**src/rtl/prio_pkg.sv**
```systemverilog
// Shared definitions for the registered priority encoder.
package prio_pkg;

  // Values for the LSB_FIRST parameter.
  localparam int PRIO_MSB = 0;  // highest set index wins
  localparam int PRIO_LSB = 1;  // lowest set index wins

  // Ceiling log2, never less than 1 so a 2-input encoder still gets a 1-bit index.
  function automatic int f_clog2(input int value);
    int result;
    int rem;
    result = 0;
    rem    = value - 1;
    while (rem > 0) begin
      result++;
      rem = rem >> 1;
    end
    return (result < 1) ? 1 : result;
  endfunction

endpackage : prio_pkg

```
**src/rtl/prio_pick.sv**
```systemverilog
// Combinational winner picker: index, one-hot of the winner, any-set and more-than-one-set flags.
module prio_pick
  import prio_pkg::*;
#(
  parameter  int N         = 8,
  parameter  int LSB_FIRST = PRIO_MSB,
  localparam int IDX_W     = f_clog2(N)
) (
  input  logic [N-1:0]     v,
  output logic [IDX_W-1:0] idx,
  output logic [N-1:0]     onehot,
  output logic             any,
  output logic             multi
);

  // Scan so the last hit overwrites earlier ones: ascending finds the highest bit, descending the lowest.
  // NOTE: every variable written in always_comb gets a default first; otherwise a path that skips the
  // assignment keeps the old value and a latch is inferred.
  always_comb begin
    idx    = '0;
    onehot = '0;
    if (LSB_FIRST == PRIO_LSB) begin
      for (int i = N - 1; i >= 0; i--) begin
        if (v[i]) begin
          idx       = IDX_W'(i);
          onehot    = '0;
          onehot[i] = 1'b1;
        end
      end
    end else begin
      for (int i = 0; i < N; i++) begin
        if (v[i]) begin
          idx       = IDX_W'(i);
          onehot    = '0;
          onehot[i] = 1'b1;
        end
      end
    end
  end

  // Clearing the lowest set bit leaves something only if two or more bits were set.
  assign any   = |v;
  assign multi = |(v & (v - N'(1)));

endmodule : prio_pick

```
**src/rtl/prio_encoder_q.sv**
```systemverilog
// Registered priority encoder: sticky pending capture, one index issued per valid/ready handshake.
module prio_encoder_q
  import prio_pkg::*;
#(
  parameter  int N         = 8,
  parameter  int LSB_FIRST = PRIO_MSB,
  localparam int IDX_W     = f_clog2(N)
) (
  input  logic             clk,
  input  logic             rst_n,
  input  logic [N-1:0]     req,
  input  logic             en,
  output logic             out_valid,
  input  logic             out_ready,
  output logic [IDX_W-1:0] out_idx,
  output logic             out_multi,
  output logic [N-1:0]     pending,
  output logic             busy
);

  logic [N-1:0]     pending_q, pending_d;
  logic             out_valid_q, out_valid_d;
  logic [IDX_W-1:0] out_idx_q, out_idx_d;
  logic             out_multi_q, out_multi_d;

  logic [N-1:0]     set_mask;
  logic [N-1:0]     clr_mask;
  logic             free;
  logic             load;

  logic [IDX_W-1:0] pick_idx;
  logic [N-1:0]     pick_onehot;
  logic             pick_any;
  logic             pick_multi;

  // Selection looks only at the registered pending vector, never at same-cycle req.
  prio_pick #(
    .N         (N),
    .LSB_FIRST (LSB_FIRST)
  ) u_pick (
    .v      (pending_q),
    .idx    (pick_idx),
    .onehot (pick_onehot),
    .any    (pick_any),
    .multi  (pick_multi)
  );

  assign set_mask = req & {N{en}};
  assign free     = !out_valid_q || out_ready;
  assign load     = free && pick_any;
  assign clr_mask = load ? pick_onehot : '0;

  // Next state: clear the issued bit, then OR in new requests so a same-edge re-request wins.
  always_comb begin
    pending_d   = (pending_q & ~clr_mask) | set_mask;
    out_valid_d = out_valid_q;
    out_idx_d   = out_idx_q;
    out_multi_d = out_multi_q;
    if (free) begin
      out_valid_d = pick_any;
      if (pick_any) begin
        out_idx_d   = pick_idx;
        out_multi_d = pick_multi;
      end
    end
  end

  // State registers with synchronous active-low reset that discards everything in flight.
  // NOTE: sequential state uses non-blocking assignments so every flop samples pre-edge values.
  always_ff @(posedge clk) begin
    if (!rst_n) begin
      pending_q   <= '0;
      out_valid_q <= 1'b0;
      out_idx_q   <= '0;
      out_multi_q <= 1'b0;
    end else begin
      pending_q   <= pending_d;
      out_valid_q <= out_valid_d;
      out_idx_q   <= out_idx_d;
      out_multi_q <= out_multi_d;
    end
  end

  assign out_valid = out_valid_q;
  assign out_idx   = out_idx_q;
  assign out_multi = out_multi_q;
  assign pending   = pending_q;
  assign busy      = out_valid_q | (|pending_q);

endmodule : prio_encoder_q

```
**config.mk**
```make
export PLATFORM = sky130hd
export DESIGN_NAME = prio_encoder_q
export DESIGN_NICKNAME = d
export VERILOG_FILES = /design/src/rtl/prio_pkg.sv /design/src/rtl/prio_pick.sv /design/src/rtl/prio_encoder_q.sv
export SDC_FILE = /design/constraint.sdc
export NUM_CORES = 1
export LEC_CHECK = 0
export BUFFER_PORTS_ARGS = -buffer_cell sky130_fd_sc_hd__buf_2
export CAP_MARGIN = 20
export CORE_MARGIN = 8
export CORE_UTILIZATION = 40
export CTS_CLUSTER_SIZE = 40
export DETAILED_ROUTE_END_ITERATION = 8
export PLACE_DENSITY = 0.72
export SYNTH_ARGS = -nofsm -noshare
export SYNTH_HDL_FRONTEND = slang
export SYNTH_HIERARCHICAL = 1
export SYNTH_SLANG_ARGS = --single-unit
```
**constraint.sdc**
```tcl
create_clock -name clk -period 2.6 [get_ports clk]
set_input_delay 0.52 -clock clk [delete_from_list [all_inputs] [get_ports clk]]
set_output_delay 0.52 -clock clk [all_outputs]
set_load 0.1 [all_outputs]
```
==> summary.md <==
| Metric | Value |
|---|---|
| Crit Path Class | flip-flop to output pin |
| Synth Cell Area | 757 µm² |
| Synth Net Count | between 100 and 150 |
| CP endpoint kind | output pin |
| Final ANT Viol Nets | 0 |
| Clock insertion delay at the later pin of the skew report | between 200 and 300 ps |
| Routed len/inst | about 13 µm |
| Logic gate share of total power | about 42% |
| Chip Height | 59.5 µm |
| Seq/Total Area, Yosys | between 30% and 40% |
| Sw Ratio | ~47% |
| Starting density of the core | 43.4% |
| Pin slew with the least headroom to its limit | around 490 ps |
| Remaining global-route overflow | 0 |
| Layout cells sized above 1 | 25.6% |
| HPWL after DPL | around 1.4 mm |
| Distinct cell type count after synthesis | 32 |
| TritonRoute pass-1 iters | 4 |
| Root Buffer | clkbuf_4 |
| Power density over the cells | ~720 mW/mm² |
| Drt drc | 0 |
| Final WL | approximately 1.8 mm |
| Cts bufs inserted | 3 |
| Final Cycle Share | between 70% and 80% |
| Most frequent cells in the layout | 25 x nand2_1, 25 x buf_2, 13 x dfxtp_1, 8 x a21boi_0, 7 x nor2_1 |
| Delay-heaviest family, CP | flip-flops |
| FFs w/ async S/R, synth | 0% |
| Initial antenna violation count | 0 |
| CTS sink count | 13 |
| DIE WIDTH | slightly below 60 µm |
| H-Tree Depth | 1 |
| Max incr delay on CP | 560 ps |
| I/O Buffers | 25 |
| Fin nets | ~130 |
| Final setup fails | 0 |
| Setup TNS | 0 ps |
| CTS Buffer Depth | 2 |
| Pint | 339 µW |
| Sw Pwr | about 300 µW |
| Core Region | 0.00175 mm² |
| Total GRT Usage | a little over a tenth |
| Avg Cell Area, Syn | around 7.6 µm² |
| # Post-CTS Setup Buffers | 0 |
| Slew Limit Fails | 0 |
| Area grow syn2layout | 17.9% |
| Clock power frac | between 20% and 30% |
| Unrepaired setup endpoints after global routing | no |
| Synthesized instance count | between 90 and 100 |
| Critical path arrival | roughly 1400 ps |
| TritonCTS clock tree | yes |
| Peak VDD IR | a little under 400 µV |
| Number of flops mapped to enable cells by yosys | 0 |
| Vias per std cell | 5.25 |
| First-pass GRT wire length | approximately 3 mm |
| Number of core rows | 15 |
| Crit path cell chain | nor2_1, nand3_1, buf_2 |
| Final hold vios | 0 |
| Area contributors post-synth | dfxtp_1 34%, nand2_1 12%, a21boi_0 7.9% |
| CP required | 2080 ps |
| Worst path slowest cell | dfxtp_1 |
| Inserted Diodes | 0 |
| Die area | roughly 0.0035 mm² |
| Yosys warning count | 6 |
| Seq pwr share | 37.8% |
| Leakage | 0.395 nW |
| CP Max Fanout | 13 |
| Hold crit path type | flip-flop to flip-flop |
| RePlAce Congestion | between 0.8 and 0.9 |
| Worst slew margin | about two thirds |
| Maximum clock rate | between 500 and 600 MHz |
| CTS Hold Bufs | 0 |
| Yosys reg bits | 13 |
| Crit path launch type | flip-flop |
| DR vias | ~770 |
| Sum of buffers and inverters on the critical path | 1 |
| Clock Pin Slew Worst Setup and Hold Paths | about 80 ps |
| Crit path time final | between 1500 and 2000 ps |
| Maxcap violations | 0 |
| Final Skew | 2.71 ps |
| Most used DFF post-synth | dfxtp_1 |
| # IOs | 26 |
| Synth top area share | between 30 and 40% |
| Overall Power | 646 µW |
| Initial DRC count | 18 |
| Cts repair resizes | 0 |
| Yosys top cell by area | dfxtp_1 |
| Largest net degree at the start of global routing | 18 |
| Outcome | complete, no violations |
| Vias in the first global route | 709 |
[worst reg2reg max path: stages, from the launching register on]
cell	delay [ps]
dfxtp_1	400
nor4_1	470
nand3_1	410
nor2b_2	330
mux2i_1	150
[synth_stat cells (2+ instances only)]
library cell / instances
nor2b_2: 2
nor2_1: 7
buf_6: 2
nand2_1: 25
inv_1: 2
mux2i_1: 4
a211oi_1: 2
dfxtp_1: 13
nor4_1: 3
a21boi_0: 8
nor3_1: 2
o21ai_0: 6
buf_2: 2
o21ai_1: 2
nand3_1: 2
[kinds of logic (layout without fill, tap and decap cells)]
kind of cell | count (synthesis) | after routing | share of synthesized area, %
flops | 13 | 13 | 34.4
buf+inv | 9 | 31 | 7.27
compound gates | 24 | 24 | 21.0
fa+ha+maj | 1 | 1 | 1.32
simple gates | 48 | 48 | 30.7
mux | 4 | 4 | 5.29
[flip-flops by register name, summed over array words and instances (netlist names)]
register,count
pending,8
out_idx,3
out_multi,1
out_valid,1
[routing by layer]
metal,global-route usage (%),vias to the layer above,share of wire (%)
met5,0,-,0
met4,5.10,0,1.0
met3,4.12,2,7.2
met2,18.8,19,49
met1,11.4,356,42
li1,-,390,-
[worst paths after layout]
check / start / endpoint / slack, ps / cells after the start
worst min register to register: out_idx[2] / out_idx[2] / 460 / 2
worst max register to register: pending[6] / out_multi / 720 / 4
worst min-delay path: out_idx[2] / out_idx[2] / 460 / 2
worst max-delay path: pending[7] / busy / 650 / 3
[final cells by class]
| class | instances | area [µm²] |
|---|---|---|
| inverters | 2 | 7.51 |
| multi-input cells | 77 | 442 |
| fillers | 178 | 853 |
| flip-flops and latches | 13 | 260 |
| repair buffers | 25 | 125 |
| well taps | 25 | 31.3 |
| clock buffers | 4 | 26.3 |
[power by group through the flow]
| stage | Clock (mW) | Sequential (mW) | Combinational (mW) |
|---|---|---|---|
| 4_1_cts | 0.133 | 0.244 | 0.274 |
| 3_5_place_dp | 0 | 0.249 | 0.273 |
| 3_3_place_gp | 0 | 0.248 | 0.271 |
| 6_report | 0.129 | 0.244 | 0.273 |
| 5_1_grt | 0.137 | 0.248 | 0.287 |
| 2_1_floorplan | 0 | 0.384 | 0.101 |
[per-stage QoR]
stage	util [%]	cell area [µm²]	instances	hold WS [ps]	worst slack, ps
2_1_floorplan	-	757	99	669	75.4
6_report	51.1	892	146	459	646
4_1_cts	51.1	892	146	464	639
5_1_grt	51.1	892	146	480	568
3_5_place_dp	49.6	866	142	450	763
3_3_place_gp	49.6	866	142	442	870
Power figures use the tool's default switching activity.
